File: src/rtl/vga_timing_gen.sv
// rtl/vga_timing_gen.sv - parametrised VGA timing generator with strobes, frame counter and delayed sync/bright
// Optional colour-bar test pattern output when VGA_TESTPAT_EN is defined.
module vga_timing_gen #(
  parameter int H_ACTIVE = 640,
  parameter int H_FP     = 16,
  parameter int H_SYNC   = 96,
  parameter int H_BP     = 48,
  parameter int V_ACTIVE = 480,
  parameter int V_FP     = 10,
  parameter int V_SYNC   = 2,
  parameter int V_BP     = 33,
  parameter int H_POL    = 0,
  parameter int V_POL    = 0,
  parameter int PIPE_DLY = 1,
  parameter int CNT_W    = 10,
  parameter int FRAME_W  = 8
) (
  input  logic               clk,
  input  logic               rst_n,
  input  logic               ena,
  output logic [CNT_W-1:0]   h_count,
  output logic [CNT_W-1:0]   v_count,
  output logic               bright,
  output logic               h_sync,
  output logic               v_sync,
  output logic               line_start,
  output logic               frame_start,
  output logic [FRAME_W-1:0] frame_count,
  output logic               bright_d,
  output logic               h_sync_d,
  output logic               v_sync_d
`ifdef VGA_TESTPAT_EN
  ,
  output logic [2:0]         rgb_test
`endif
);

  localparam int H_TOTAL = H_ACTIVE + H_FP + H_SYNC + H_BP;
  localparam int V_TOTAL = V_ACTIVE + V_FP + V_SYNC + V_BP;
  localparam int HS_BEG  = H_ACTIVE + H_FP;
  localparam int HS_END  = HS_BEG + H_SYNC;
  localparam int VS_BEG  = V_ACTIVE + V_FP;
  localparam int VS_END  = VS_BEG + V_SYNC;
  localparam logic H_ACT_LVL = (H_POL != 0);
  localparam logic V_ACT_LVL = (V_POL != 0);

  if (((64'd1 << CNT_W) < 64'(H_TOTAL)) || ((64'd1 << CNT_W) < 64'(V_TOTAL))) begin : g_cnt_w_chk
    $error("vga_timing_gen: CNT_W too small for H_TOTAL/V_TOTAL");
  end
  if (PIPE_DLY < 0 || PIPE_DLY > 8) begin : g_dly_chk
    $error("vga_timing_gen: PIPE_DLY must be 0..8");
  end

  logic [CNT_W-1:0] h_nxt, v_nxt;
  logic             h_wrap, bright_nxt, h_sync_nxt, v_sync_nxt;

  always_comb begin
    h_wrap = (h_count == CNT_W'(H_TOTAL - 1));
    h_nxt  = h_wrap ? '0 : h_count + 1'b1;
    v_nxt  = v_count;
    if (h_wrap) begin
      v_nxt = (v_count == CNT_W'(V_TOTAL - 1)) ? '0 : v_count + 1'b1;
    end
    bright_nxt = (int'(h_nxt) < H_ACTIVE) && (int'(v_nxt) < V_ACTIVE);
    h_sync_nxt = ((int'(h_nxt) >= HS_BEG) && (int'(h_nxt) < HS_END)) ? H_ACT_LVL : ~H_ACT_LVL;
    v_sync_nxt = ((int'(v_nxt) >= VS_BEG) && (int'(v_nxt) < VS_END)) ? V_ACT_LVL : ~V_ACT_LVL;
  end

`ifdef VGA_TESTPAT_EN
  localparam int BAR_W = H_ACTIVE / 8;
  localparam int PW    = 6;
  if (BAR_W < 1) begin : g_bar_chk
    $error("vga_timing_gen: H_ACTIVE must be >= 8 for the test pattern");
  end

  logic [CNT_W-1:0] bar_cnt, bar_cnt_nxt;
  logic [3:0]       bar_idx, bar_idx_nxt;
  logic [2:0]       rgb_q, rgb_nxt;

  // Bar index tracks h_nxt so the registered colour lines up with the counts.
  always_comb begin
    bar_cnt_nxt = bar_cnt;
    bar_idx_nxt = bar_idx;
    if (h_nxt == '0) begin
      bar_cnt_nxt = '0;
      bar_idx_nxt = '0;
    end else if (int'(h_nxt) < H_ACTIVE) begin
      if (bar_cnt == CNT_W'(BAR_W - 1)) begin
        bar_cnt_nxt = '0;
        if (bar_idx != 4'd8) bar_idx_nxt = bar_idx + 4'd1;
      end else begin
        bar_cnt_nxt = bar_cnt + 1'b1;
      end
    end
    rgb_nxt = !bright_nxt ? 3'd0 : (bar_idx_nxt[3] ? 3'd7 : bar_idx_nxt[2:0]);
  end

  always_ff @(posedge clk) begin
    if (!rst_n) begin
      bar_cnt <= '0;
      bar_idx <= '0;
      rgb_q   <= '0;
    end else if (ena) begin
      bar_cnt <= bar_cnt_nxt;
      bar_idx <= bar_idx_nxt;
      rgb_q   <= rgb_nxt;
    end
  end
`else
  localparam int PW = 3;
`endif

  always_ff @(posedge clk) begin
    if (!rst_n) begin
      h_count     <= CNT_W'(H_TOTAL - 1);
      v_count     <= CNT_W'(V_TOTAL - 1);
      bright      <= 1'b0;
      h_sync      <= ~H_ACT_LVL;
      v_sync      <= ~V_ACT_LVL;
      line_start  <= 1'b0;
      frame_start <= 1'b0;
      frame_count <= '1;
    end else if (ena) begin
      h_count     <= h_nxt;
      v_count     <= v_nxt;
      bright      <= bright_nxt;
      h_sync      <= h_sync_nxt;
      v_sync      <= v_sync_nxt;
      line_start  <= (h_nxt == '0);
      frame_start <= (h_nxt == '0) && (v_nxt == '0);
      if ((h_nxt == '0) && (v_nxt == '0)) frame_count <= frame_count + 1'b1;
    end else begin
      line_start  <= 1'b0;
      frame_start <= 1'b0;
    end
  end

  logic [PW-1:0] cur_vec, d_vec, rst_vec;

`ifdef VGA_TESTPAT_EN
  assign cur_vec  = {bright, h_sync, v_sync, rgb_q};
  assign rst_vec  = {1'b0, ~H_ACT_LVL, ~V_ACT_LVL, 3'd0};
  assign rgb_test = d_vec[2:0];
  assign {bright_d, h_sync_d, v_sync_d} = d_vec[5:3];
`else
  assign cur_vec  = {bright, h_sync, v_sync};
  assign rst_vec  = {1'b0, ~H_ACT_LVL, ~V_ACT_LVL};
  assign {bright_d, h_sync_d, v_sync_d} = d_vec;
`endif

  if (PIPE_DLY == 0) begin : g_no_dly
    assign d_vec = cur_vec;
  end else begin : g_dly
    logic [PW-1:0] pipe [PIPE_DLY];
    always_ff @(posedge clk) begin
      if (!rst_n) begin
        for (int i = 0; i < PIPE_DLY; i++) pipe[i] <= rst_vec;
      end else if (ena) begin
        pipe[0] <= cur_vec;
        for (int i = 1; i < PIPE_DLY; i++) pipe[i] <= pipe[i-1];
      end
    end
    assign d_vec = pipe[PIPE_DLY-1];
  end

endmodule

File: config.mk
export PLATFORM = sky130hd
export DESIGN_NAME = vga_timing_gen
export DESIGN_NICKNAME = d
export VERILOG_FILES = /design/src/rtl/vga_timing_gen.sv
export SDC_FILE = /design/constraint.sdc
export NUM_CORES = 1
export LEC_CHECK = 0
export ABC_AREA = 1
export CORE_UTILIZATION = 39
export DETAILED_ROUTE_END_ITERATION = 16
export PLACE_DENSITY = 0.65
export SYNTH_ARGS = -nofsm -noshare
export SYNTH_HDL_FRONTEND = slang
export SYNTH_SLANG_ARGS = --single-unit
File: constraint.sdc
create_clock -name clk -period 2.9 [get_ports clk]
set_input_delay 0.58 -clock clk [delete_from_list [all_inputs] [get_ports clk]]
set_output_delay 0.58 -clock clk [all_outputs]
set_load 0.03 [all_outputs]
After elaboration in Yosys (flattened, before gate mapping)
Memory sizes are Yosys's and may differ from the RTL's.
Cells that the tools add are included.
{"block": "classes", "order_cmp": 6, "eq_ne": 2, "n_mux": 11, "add_sub_neg": 3, "reduce_logical": 9}
{"cell": "$mux W10", "count": 3}
{"cell": "$add A10 B1 Y10 const B", "count": 2}
{"cell": "$eq A10 B10 Y1 const B", "count": 2}
{"cell": "$logic_not A10 Y1", "count": 2}
{"cell": "$lt A10 B10 Y1 const B", "count": 2}
{"cell": "$lt A10 B9 Y1 const B", "count": 2}
{"cell": "$ge A10 B10 Y1 const B", "count": 1}
{"cell": "$ge A10 B9 Y1 const B", "count": 1}
{"cell": "$add A8 B1 Y8 const B", "count": 1}
{"cell": "$mux W1", "count": 7}
{"cell": "$logic_and A1 B1 Y1", "count": 4}
{"cell": "$reduce_and A2 Y1", "count": 2}
{"cell": "$mux W3", "count": 1}
{"cell": "$reduce_or A3 Y1", "count": 1}
{"block": "totals", "mem_count": 1, "ramBits": 3, "register_bits": 33, "wordCells": 40}
{"memory": "g_dly.pipe", "depth": 1, "word_bits": 3, "rd": 1, "rd_ports_with_merged_regs": 0, "wr": 1, "line": "154", "source": "logic [PW-1:0] pipe [PIPE_DLY];"}

Logic depth before layout (Yosys ltp)
Gate-level depths: netlist (run 1).
{"block": "logic_depth", "ltp_word": 6, "depth_mapped": 15, "ltp_nobuf": 15}

Worst setup path before layout (run 1)
No wires, ideal clock.
{"block": "synth_path", "path_kind": "register -> register", "startpoint": "register h_count[0]", "endpoint": "register frame_count[2]", "setup_slack_ns": 0.559, "path_stages_with_launch": 16, "path_buffers": 1, "required_time_ns": 2.772, "t_arrival_ns": 2.213, "path_cell_list": "dfxtp_1 ha_1 nand2_2 nor2_4 inv_4 nor2_8 buf_12 nand3_4 nand2_4 nand2_2 nor2_4 nand2_4 nor2_8 nand3_4 nand2_1 nand3_1"}
{"block": "synth_via", "elab_chain_len": 5}
{"element": "start, declared", "line": "21", "source": "output logic [CNT_W-1:0] h_count,"}
{"element": "start signal, assigned", "line": "115", "source": "h_count <= CNT_W'(H_TOTAL - 1);"}
{"element": "start signal, assigned", "line": "124", "source": "h_count <= h_nxt;"}
{"element": "$add A10 B1 Y10 / $eq A10 B10 Y1 (equally long branches)", "line": "59, 58"}
{"element": "$mux W10, on equally long branches", "line": "59, 61"}
{"element": "$logic_not A10 Y1", "line": "131", "source": "if ((h_nxt == '0) && (v_nxt == '0)) frame_count <= frame_count + 1'b1;"}
{"element": "$logic_and A1 B1 Y1 *", "line": "131"}
{"element": "$reduce_and A2 Y1 (no source line) *"}
{"element": "end signal, assigned", "line": "131"}
{"element": "end, declared", "line": "28", "source": "output logic [FRAME_W-1:0] frame_count,"}
Every way passes the cells marked *; elsewhere a longest branch is shown, timed or not.
A chain may end at the register's enable or synchronous reset.

Final worst setup path (run 1)
{"block": "layout_path", "startpoint": "register h_count[0]", "endpoint": "register frame_count[0]"}
The elaborated chain is that of the path after synthesis.

==> results of run 1 <==
## worst min-delay path, stage by stage (launching register included)
cell,delay [ns]
sky130_fd_sc_hd__dfxtp_1,0.33
sky130_fd_sc_hd__nand2_1,0.07
sky130_fd_sc_hd__nand3_1,0.05
## cell usage after synthesis, drive strengths merged
library cell / count / area (sq um)
or2: 1 / 6.26
nand2: 86 / 375
a21oi: 2 / 10.0
and2: 1 / 6.26
nor3: 4 / 20.0
nand3b: 1 / 7.51
a22oi: 6 / 45.0
ha: 5 / 62.6
a31oi: 2 / 12.5
o21ai: 10 / 50.0
xor2: 4 / 35.0
dfxtp: 33 / 661
o2111ai: 1 / 8.76
xnor2: 3 / 26.3
o21a: 1 / 7.51
buf: 2 / 25.0
o22a: 1 / 8.76
clkinv: 1 / 3.75
nor2: 38 / 205
nand3: 39 / 225
edfxtp: 3 / 90.1
o22ai: 10 / 62.6
clkbuf: 3 / 11.3
inv: 43 / 164
nand4: 12 / 75.1
## final cells by class
cell class                 count  area (sq um)
tap                           72          90.1
inverter                      44           168
multi-input combinational    227          1250
sequential                    36           751
fill                         551          2720
timing repair buffer          42           410
clock buffer                   5          68.8
clock inverter                 3          13.8
## registers in the layout (all words and copies together) (netlist names)
name         flops
bright           1
frame_count      8
frame_start      1
g_dly.pipe       3
h_count         10
h_sync           1
line_start       1
v_count         10
v_sync           1
## cell families (layout without fill, tap and decap cells)
family | count (synthesis) | count (layout)
xor+xnor | 7 | 7
fa+ha+maj | 5 | 5
buf+inv | 49 | 94
flops | 36 | 36
simple gates | 182 | 182
compound gates | 33 | 33
## power by group through the flow
stage	logic (mW)	clock network, mW	registers [mW]
6_report	0.651	0.348	0.577
5_1_grt	0.728	0.380	0.583
4_1_cts	0.651	0.355	0.577
3_5_place_dp	0.648	0	0.588
3_3_place_gp	0.641	0	0.588
2_1_floorplan	0.442	0	0.646
## routing by layer
| metal | share of wire [%] | wire length, microns | global-route usage [%] |
|---|---|---|---|
| met1 | 48 | 2550 | 24.6 |
| met2 | 48 | 2560 | 32.0 |
| met3 | 4.1 | 221 | 3.57 |
| met4 | 0.74 | 40 | 4.15 |
| met5 | 0 | 0 | 0 |
## layout by cell type (no fill, tap or decap), types with 2 or more instances in the layout
cell                              instances
sky130_fd_sc_hd__nand4_1                 12
sky130_fd_sc_hd__nor2_1                  32
sky130_fd_sc_hd__nor3_1                   4
sky130_fd_sc_hd__nand3_1                 36
sky130_fd_sc_hd__nand2_2                 12
sky130_fd_sc_hd__nor2_8                   2
sky130_fd_sc_hd__dfxtp_1                 33
sky130_fd_sc_hd__o21ai_0                  9
sky130_fd_sc_hd__nand2_1                 71
sky130_fd_sc_hd__clkbuf_8                 5
sky130_fd_sc_hd__inv_1                   42
sky130_fd_sc_hd__buf_4                    4
sky130_fd_sc_hd__xor2_1                   4
sky130_fd_sc_hd__ha_1                     5
sky130_fd_sc_hd__clkinv_1                 2
sky130_fd_sc_hd__o22ai_1                 10
sky130_fd_sc_hd__xnor2_1                  3
sky130_fd_sc_hd__clkdlybuf4s50_1         38
sky130_fd_sc_hd__nor2_4                   4
sky130_fd_sc_hd__a31oi_1                  2
sky130_fd_sc_hd__nand2_4                  3
sky130_fd_sc_hd__edfxtp_1                 3
sky130_fd_sc_hd__a22oi_1                  6
sky130_fd_sc_hd__clkinv_2                 2
sky130_fd_sc_hd__nand3_4                  2
sky130_fd_sc_hd__a21oi_1                  2
## per-stage QoR
stage	std cells	util, %
after global routing	429	50.3
after detailed placement	421	48.8
after global placement	421	48.8
final	429	50.3
after floorplan	312	-
after CTS	429	50.3
## worst paths after layout
kind	to	cells past startpoint	slack (ns)
worst max register to register	frame_count[0]	14	0.44
worst min register to register	frame_count[7]	2	0.50
worst min-delay path	frame_count[7]	2	0.50
worst max-delay path	frame_count[0]	14	0.44
==> flow_summary.html, run 1 <==
<table>
<tr><th>Metric</th><th>Value</th></tr>
<tr><th colspan="2">Yosys</th></tr>
<tr><td>Number of distinct library cells after synthesis</td><td>34</td></tr>
<tr><td>Complex-gate fraction of the synthesized area</td><td>9.31%</td></tr>
<tr><td>Xor/xnor share of the synthesized area</td><td>2.78%</td></tr>
<tr><td>Register area share after synthesis</td><td>34.1%</td></tr>
<tr><td>Net count of the mapped netlist</td><td>320</td></tr>
<tr><td>Average instance area after synthesis</td><td>7.07 sq um</td></tr>
<tr><td>Netlist area before placement</td><td>2200 sq um</td></tr>
<tr><td>Simple-gate share of the synthesized area</td><td>41.8%</td></tr>
<tr><td>Yosys warning count</td><td>0</td></tr>
<tr><td>Post-synthesis adder-cell area fraction</td><td>2.84%</td></tr>
<tr><td>Instance count of the mapped netlist</td><td>312</td></tr>
<tr><td>Main combinational cell family by area after synthesis</td><td>simple AND/OR/NAND/NOR gates</td></tr>
<tr><td>Yosys reg bits</td><td>36</td></tr>
<tr><td>Multiplexer fraction of the synthesized cell area</td><td>0%</td></tr>
<tr><th colspan="2">STA</th></tr>
<tr><td>Actual transition at the worst max-transition pin</td><td>0.709 ns</td></tr>
<tr><td>Setup-failing EPs final</td><td>0</td></tr>
<tr><td>Setup total negative slack</td><td>0 ns</td></tr>
<tr><td>Clock Skew</td><td>0.0114 ns</td></tr>
<tr><td>Final critical-path setup slack</td><td>0.443 ns</td></tr>
<tr><td>Min cycle time layout</td><td>2.46 ns</td></tr>
<tr><td>Count of pins over their slew limit</td><td>0</td></tr>
<tr><td>F_max</td><td>0.407 GHz</td></tr>
<tr><td>Max_slew headroom</td><td>52.6%</td></tr>
<tr><td>Minimum hold slack</td><td>0.499 ns</td></tr>
<tr><td>Portion of the clock cycle consumed by the worst path in the final layout</td><td>84.7%</td></tr>
<tr><td>Final hold violation count</td><td>0</td></tr>
<tr><td>Unrepaired setup endpoints after global routing</td><td>false</td></tr>
<tr><th colspan="2">Die</th></tr>
<tr><td>Effective utilization at floorplan</td><td>40.3%</td></tr>
<tr><td>Row cnt</td><td>27</td></tr>
<tr><td>Width of the die</td><td>77.2 microns</td></tr>
<tr><td>IO Pins</td><td>39</td></tr>
<tr><td>Die area</td><td>5960 sq um</td></tr>
<tr><td>Floorplan die height</td><td>77.2 microns</td></tr>
<tr><td>Area of the core</td><td>5470 sq um</td></tr>
<tr><th colspan="2">Pwr</th></tr>
<tr><td>Maximum ir drop on the vdd rail</td><td>293 uV</td></tr>
<tr><td>Clk network pwr share</td><td>22.1%</td></tr>
<tr><td>Pwr dens</td><td>573 nW/um^2</td></tr>
<tr><td>Net switching power of the design</td><td>664 uW</td></tr>
<tr><td>Total power after layout</td><td>1.58 mW</td></tr>
<tr><td>Proportion of power drawn by flip-flops and latches</td><td>36.6%</td></tr>
<tr><td>Leakage</td><td>1.30 nW</td></tr>
<tr><td>Internal</td><td>912 uW</td></tr>
<tr><td>Share of power burned in combinational logic</td><td>41.3%</td></tr>
<tr><td>Switching fraction of total power</td><td>42.1%</td></tr>
<tr><th colspan="2">Route</th></tr>
<tr><td>DR vias</td><td>2169</td></tr>
<tr><td>Via-per-instance ratio</td><td>5.06</td></tr>
<tr><td>DR DRC count</td><td>0</td></tr>
<tr><td>Iteration-0 DRC Markers</td><td>85</td></tr>
<tr><td>Number of antenna-violating nets in the routed design</td><td>0</td></tr>
<tr><td>Final wirelength</td><td>5370 microns</td></tr>
<tr><td>Wire per inst</td><td>12.5 microns</td></tr>
<tr><td>Length of the first detailed-routing pass in iterations</td><td>4</td></tr>
<tr><th colspan="2">Cells and area</th></tr>
<tr><td>Number of nets at the end of the flow</td><td>364</td></tr>
<tr><td>Antenna diodes</td><td>0</td></tr>
<tr><td>Final design area excluding fillers</td><td>2750 sq um</td></tr>
<tr><td>Layout-stage area growth over the synthesis result</td><td>24.8%</td></tr>
<tr><td>Fraction of layout instances using a drive strength above 1</td><td>10.4%</td></tr>
<tr><th colspan="2">Critical path</th></tr>
<tr><td>Critical path's top delay family</td><td>simple AND/OR/NAND/NOR gates</td></tr>
<tr><td>Slowest stage cell on the critical path</td><td>sky130_fd_sc_hd__dfxtp_1</td></tr>
<tr><td>Top fanout value on the critical path</td><td>16</td></tr>
<tr><td>Cell-by-cell listing of the critical path</td><td>ha_1 &gt; nand2_2 &gt; nor2_4 &gt; inv_4 &gt; nor2_8 &gt; nand2_1 &gt; nand3_1 &gt; nand2_1 &gt; nor2_4 &gt; nand2_4 &gt; nor2_8 &gt; nand3_4 &gt; nand2_1 &gt; nand3_1</td></tr>
<tr><td>Reg-to-Reg Start</td><td>h_count[0]</td></tr>
<tr><td>Critical path type</td><td>register to register</td></tr>
<tr><td>Delay of the slowest cell on the worst path</td><td>0.45 ns</td></tr>
<tr><td>Critical Path End Type</td><td>register</td></tr>
<tr><td>Most frequent CP cell</td><td>sky130_fd_sc_hd__nand2_1</td></tr>
<tr><td>Launch point of the critical path</td><td>h_count[0]</td></tr>
<tr><td>Element type at the critical path start</td><td>register</td></tr>
<tr><td>Worst Path Arrival</td><td>2.63 ns</td></tr>
<tr><td>Bufs and invs on worst path</td><td>1</td></tr>
<tr><td>Required @ worst endpoint</td><td>3.07 ns</td></tr>
<tr><th colspan="2">CTS</th></tr>
<tr><td># H-tree levels</td><td>2</td></tr>
<tr><td>Post-CTS Setup Repair Bufs</td><td>0</td></tr>
<tr><td>CTS Root Cell</td><td>sky130_fd_sc_hd__clkbuf_8</td></tr>
<tr><td>Number of resized instances in the post-cts repair step</td><td>0</td></tr>
<tr><td>Clock tree from TritonCTS</td><td>done</td></tr>
<tr><td>Clock latency of the later-clocked register in the worst-skew pair</td><td>0.29 ns</td></tr>
<tr><td>CTS clk-pin slew, worst paths</td><td>0.07 ns</td></tr>
<tr><td>CTS Hold Bufs</td><td>0</td></tr>
<tr><td>Number of buffers created by CTS</td><td>5</td></tr>
<tr><td>Number of buffers on the longest clock path</td><td>2</td></tr>
<tr><td>Number of clock sinks seen by CTS</td><td>36</td></tr>
<tr><th colspan="2">Placed design</th></tr>
<tr><td>Place WS</td><td>0.456 ns</td></tr>
<tr><td>Sum of net half-perimeters after detailed placement</td><td>4070 microns</td></tr>
<tr><td>Number of port buffers</td><td>38</td></tr>
<tr><td>Weighted congestion reported at the end of routability-driven placement</td><td>0.865</td></tr>
<tr><td>Placed instance area</td><td>2670 sq um</td></tr>
<tr><th colspan="2">Global route</th></tr>
<tr><td>Overflow left after global routing</td><td>0</td></tr>
<tr><td>Gr usage total</td><td>18.9%</td></tr>
<tr><td>Via count of the first global-routing pass</td><td>1980</td></tr>
<tr><td>Number of antenna violations at the first check in global routing</td><td>0</td></tr>
<tr><td>Global-route wire length before repair</td><td>9090 microns</td></tr>
<tr><td>Pin count of the biggest net entering global routing</td><td>20</td></tr>
<tr><th colspan="2">Hold path</th></tr>
<tr><td>Worst hold start</td><td>frame_count[7]</td></tr>
<tr><td>Worst Hold Class</td><td>register to register</td></tr>
<tr><th colspan="2">Job</th></tr>
<tr><td>Max-capacitance violation count</td><td>0</td></tr>
<tr><th colspan="2">Run status</th></tr>
<tr><td>Run status</td><td>complete, no violations</td></tr>
</table>
Note: power is estimated with default switching activity, not from simulation.
==> run 2, diff against run 1 <==
--- a/config.mk
+++ b/config.mk
@@ -8,7 +8,7 @@
 export ABC_AREA = 1
 export CORE_UTILIZATION = 39
 export DETAILED_ROUTE_END_ITERATION = 16
-export PLACE_DENSITY = 0.65
+export PLACE_DENSITY = 0.67
 export SYNTH_ARGS = -nofsm -noshare
 export SYNTH_HDL_FRONTEND = slang
 export SYNTH_SLANG_ARGS = --single-unit
==> constraint.sdc (replaced) <==
create_clock -name clk -period 2.2 [get_ports clk]
set_input_delay 0.44 -clock clk [delete_from_list [all_inputs] [get_ports clk]]
set_output_delay 0.44 -clock clk [all_outputs]
set_load 0.03 [all_outputs]
==> run 2 against run 1 <==
Via count grew 5.8%. Critical path depth is the same. Sequential power grew 31%. Critical path type unchanged. Clock power grew 68%. Utilization grew 5.6 points. Combinational power grew 69%. Global-route usage grew 0.80 points. Flip-flop and latch count is the same. Non-clock buffer count grew 22. First-iteration DRC count grew 44%.
==> flow_summary.html, run 2 (synthesis gave the netlist of run 1 again) <==
<table>
<tr><th>Metric</th><th>Value</th></tr>
<tr><th colspan="2">Pwr</th></tr>
<tr><td>Maximum ir drop on the vdd rail</td><td>344 uV (+18%)</td></tr>
<tr><td>Leakage</td><td>1.44 nW (+11%)</td></tr>
<tr><td>Pwr dens</td><td>799 nW/um^2 (+40%)</td></tr>
<tr><th colspan="2">CTS</th></tr>
<tr><td>CTS Hold Bufs</td><td>0 (unchanged)</td></tr>
<tr><td># H-tree levels</td><td>2 (unchanged)</td></tr>
<tr><td>CTS clk-pin slew, worst paths</td><td>0.08 ns (about the same)</td></tr>
<tr><td>CTS Root Cell</td><td>sky130_fd_sc_hd__clkbuf_8</td></tr>
<tr><td>Clock tree from TritonCTS</td><td>done</td></tr>
<tr><td>Number of buffers created by CTS</td><td>5 (unchanged)</td></tr>
<tr><td>Clock latency of the later-clocked register in the worst-skew pair</td><td>0.29 ns (about the same)</td></tr>
<tr><td>Number of clock sinks seen by CTS</td><td>36 (unchanged)</td></tr>
<tr><td>Number of buffers on the longest clock path</td><td>2 (unchanged)</td></tr>
<tr><th colspan="2">STA</th></tr>
<tr><td>Min cycle time layout</td><td>2.11 ns (-0.352 ns)</td></tr>
<tr><td>F_max</td><td>0.475 GHz (+17%)</td></tr>
<tr><td>Final hold violation count</td><td>0 (unchanged)</td></tr>
<tr><td>Portion of the clock cycle consumed by the worst path in the final layout</td><td>95.7% (+11 points)</td></tr>
<tr><td>Actual transition at the worst max-transition pin</td><td>0.707 ns (-0.00259 ns)</td></tr>
<tr><td>Count of pins over their slew limit</td><td>0 (unchanged)</td></tr>
<tr><td>Max_slew headroom</td><td>52.8% (+0.17 points)</td></tr>
<tr><td>Setup-failing EPs final</td><td>0 (unchanged)</td></tr>
<tr><td>Clock Skew</td><td>0.00589 ns (-0.00549 ns)</td></tr>
<tr><td>Unrepaired setup endpoints after global routing</td><td>true</td></tr>
<tr><th colspan="2">Route</th></tr>
<tr><td>Length of the first detailed-routing pass in iterations</td><td>5 (+1)</td></tr>
<tr><td>Via-per-instance ratio</td><td>5.08 (+0.43%)</td></tr>
<tr><td>DR vias</td><td>2295 (+5.8%)</td></tr>
<tr><td>Iteration-0 DRC Markers</td><td>122 (+44%)</td></tr>
<tr><td>DR DRC count</td><td>0 (unchanged)</td></tr>
<tr><td>Number of antenna-violating nets in the routed design</td><td>0 (unchanged)</td></tr>
<tr><td>Final wirelength</td><td>5890 microns (+9.6%)</td></tr>
<tr><td>Wire per inst</td><td>13.0 microns (+4.0%)</td></tr>
<tr><th colspan="2">Global route</th></tr>
<tr><td>M2 GR Usage</td><td>33.6% (+1.6 points)</td></tr>
<tr><td>Global-route wire length before repair</td><td>9440 microns (+3.8%)</td></tr>
<tr><td>Overflow left after global routing</td><td>0 (unchanged)</td></tr>
<tr><td>Gr usage total</td><td>19.7% (+0.80 points)</td></tr>
<tr><td>Pin count of the biggest net entering global routing</td><td>20 (unchanged)</td></tr>
<tr><td>Busiest grt layer</td><td>met2</td></tr>
<tr><td>Global routing usage on met3</td><td>4.29% (+0.71 points)</td></tr>
<tr><td>Via count of the first global-routing pass</td><td>2082 (+5.2%)</td></tr>
<tr><td>Number of antenna violations at the first check in global routing</td><td>0 (unchanged)</td></tr>
<tr><td>Met1 routing resource usage after global routing</td><td>24.6% (unchanged)</td></tr>
<tr><th colspan="2">Die</th></tr>
<tr><td>Die area</td><td>5960 sq um (unchanged)</td></tr>
<tr><td>IO Pins</td><td>39 (unchanged)</td></tr>
<tr><td>Width of the die</td><td>77.2 microns (unchanged)</td></tr>
<tr><td>Floorplan die height</td><td>77.2 microns (unchanged)</td></tr>
<tr><td>Area of the core</td><td>5470 sq um (unchanged)</td></tr>
<tr><td>Effective utilization at floorplan</td><td>40.3% (unchanged)</td></tr>
<tr><td>Row cnt</td><td>27 (unchanged)</td></tr>
<tr><th colspan="2">Cells and area</th></tr>
<tr><td>Layout-stage area growth over the synthesis result</td><td>38.7%</td></tr>
<tr><td>Final design area excluding fillers</td><td>3060 sq um (+11%)</td></tr>
<tr><td>Number of nets at the end of the flow</td><td>387 (+6.3%)</td></tr>
<tr><td>Top flop regs</td><td>h_count x10, v_count x10, frame_count x8</td></tr>
<tr><td>Fraction of layout instances using a drive strength above 1</td><td>22.1% (+12 points)</td></tr>
<tr><td>Antenna diodes</td><td>0 (unchanged)</td></tr>
<tr><td>Most frequent standard cell in the layout excluding fill and tap cells</td><td>sky130_fd_sc_hd__nand2_1</td></tr>
<tr><td>Number of standard cells in the final layout excluding fillers</td><td>452 (+5.4%)</td></tr>
<tr><td>Highest-count cells in the layout ignoring fill and taps</td><td>sky130_fd_sc_hd__nand2_1, sky130_fd_sc_hd__inv_1, sky130_fd_sc_hd__clkdlybuf4s50_1, sky130_fd_sc_hd__nand3_1, sky130_fd_sc_hd__nor2_1</td></tr>
<tr><th colspan="2">Hold path</th></tr>
<tr><td>Cell depth of the worst min-delay path</td><td>2 (unchanged)</td></tr>
<tr><td>Worst Hold Class</td><td>register to register</td></tr>
<tr><td>Worst hold start</td><td>frame_count[7]</td></tr>
<tr><td>Hold Path End</td><td>frame_count[7]</td></tr>
<tr><th colspan="2">Critical path</th></tr>
<tr><td>Reg2Reg Setup Slack</td><td>0.09 ns (-0.35 ns)</td></tr>
<tr><td>Critical Path End Type</td><td>register</td></tr>
<tr><td>Critical path's top delay family</td><td>simple AND/OR/NAND/NOR gates</td></tr>
<tr><td>Element type at the critical path start</td><td>register</td></tr>
<tr><td>Worst Path Arrival</td><td>2.29 ns (-0.34 ns)</td></tr>
<tr><td>Delay of the slowest cell on the worst path</td><td>0.37 ns (-0.08 ns)</td></tr>
<tr><td>Cell-by-cell listing of the critical path</td><td>ha_4 &gt; nand2_4 &gt; nor2_4 &gt; clkinv_4 &gt; nor2_4 &gt; nand3_4 &gt; nand2_4 &gt; nand2_4 &gt; nor2_4 &gt; nand2_4 &gt; nor2_8 &gt; nand3_4 &gt; nand2_1 &gt; nand3_1</td></tr>
<tr><td>Critical path type</td><td>register to register</td></tr>
<tr><td>Bufs and invs on worst path</td><td>1 (unchanged)</td></tr>
<tr><td>Reg-to-Reg Start</td><td>h_count[1]</td></tr>
<tr><td>R2R cell count</td><td>14 (unchanged)</td></tr>
<tr><td>Most frequent CP cell</td><td>sky130_fd_sc_hd__nand2_4</td></tr>
<tr><td>FF-to-FF End</td><td>frame_count[4]</td></tr>
<tr><td>Required @ worst endpoint</td><td>2.38 ns (-0.69 ns)</td></tr>
<tr><td>Top fanout value on the critical path</td><td>8 (-8)</td></tr>
<tr><td>Slowest stage cell on the critical path</td><td>sky130_fd_sc_hd__dfxtp_4</td></tr>
<tr><th colspan="2">Placed design</th></tr>
<tr><td>Sum of net half-perimeters after detailed placement</td><td>4300 microns (+5.8%)</td></tr>
<tr><td>Placed instance area</td><td>2790 sq um (+4.6%)</td></tr>
<tr><td>Weighted congestion reported at the end of routability-driven placement</td><td>0.853 (-1.3%)</td></tr>
<tr><td>Inst Count DP</td><td>437 (+3.8%)</td></tr>
<tr><td>Number of port buffers</td><td>38 (unchanged)</td></tr>
<tr><th colspan="2">Run status</th></tr>
<tr><td>Run status</td><td>complete, no violations</td></tr>
<tr><th colspan="2">Job</th></tr>
<tr><td>Max-capacitance violation count</td><td>0 (unchanged)</td></tr>
</table>
-- run 2: worst max-delay path by stage --
| stage | from | endpoint | slack [ns] | cells after the start |
|---|---|---|---|---|
| floorplan | h_count[0] | frame_count[2] | 0.02 | 15 |
| global placement | h_count[1] | frame_count[1] | 0.1 | 12 |
| detailed placement | h_count[1] | frame_count[5] | 0.05 | 14 |
| CTS | v_count[1] | frame_count[4] | 0.04 | 14 |
| global route | v_count[0] | frame_count[4] | -0.04 | 16 |
| finish | h_count[1] | frame_count[4] | 0.09 | 14 |
-- run 2: worst register-to-register path, delay by kind of cell, from the launching register on --
family,cells,cell delay (ns)
and+or+nand+nor,12,1.35
adders and majority gates,1,0.15
DFF,1,0.37
buffers and inverters,1,0.13
-- run 2: final cells by class --
cell class / count / area (sq um)
clock buffers: 6 / 72.6
repair buffers: 64 / 579
well taps: 72 / 90.1
flip-flops and latches: 36 / 759
fillers: 527 / 2410
multi-input cells: 228 / 1350
inverters: 44 / 170
clock inverters: 2 / 35.0
-- run 2: per-layer routing --
layer,vias to the layer above,part of all wire (%)
met3,9,6.8
met2,76,49
met4,0,1.0
li1,1165,-
met1,1045,44
met5,-,0
-- run 2: report_power, final --
group	internal [mW]	switching (mW)
Clock	0.337	0.249
Sequential	0.707	0.0496
Combinational	0.419	0.683
Total	1.46	0.981
-- run 2: repair_timing --
| action | 4_1_cts | 5_1_grt |
|---|---|---|
| gates resized for setup | 0 | 30 |
| setup endpoints to repair | 0 | 10 |
| buffers inserted | 0 | 6 |
-- run 2: metrics by stage --
| step | power (mW) | util [%] | hold slack, ns | setup WS, ns | TNS (ns) |
|---|---|---|---|---|---|
| 2_1_floorplan | 1.43 | - | 0.603 | 0.0211 | 0 |
| 3_3_place_gp | 1.71 | 51.0 | 0.488 | 0.0994 | 0 |
| 3_5_place_dp | 1.72 | 51.0 | 0.505 | 0.0504 | 0 |
| 4_1_cts | 2.30 | 53.0 | 0.516 | 0.0418 | 0 |
| 5_1_grt | 2.60 | 55.9 | 0.539 | -0.0418 | -0.180 |
| 6_report | 2.44 | 55.9 | 0.510 | 0.0949 | 0 |
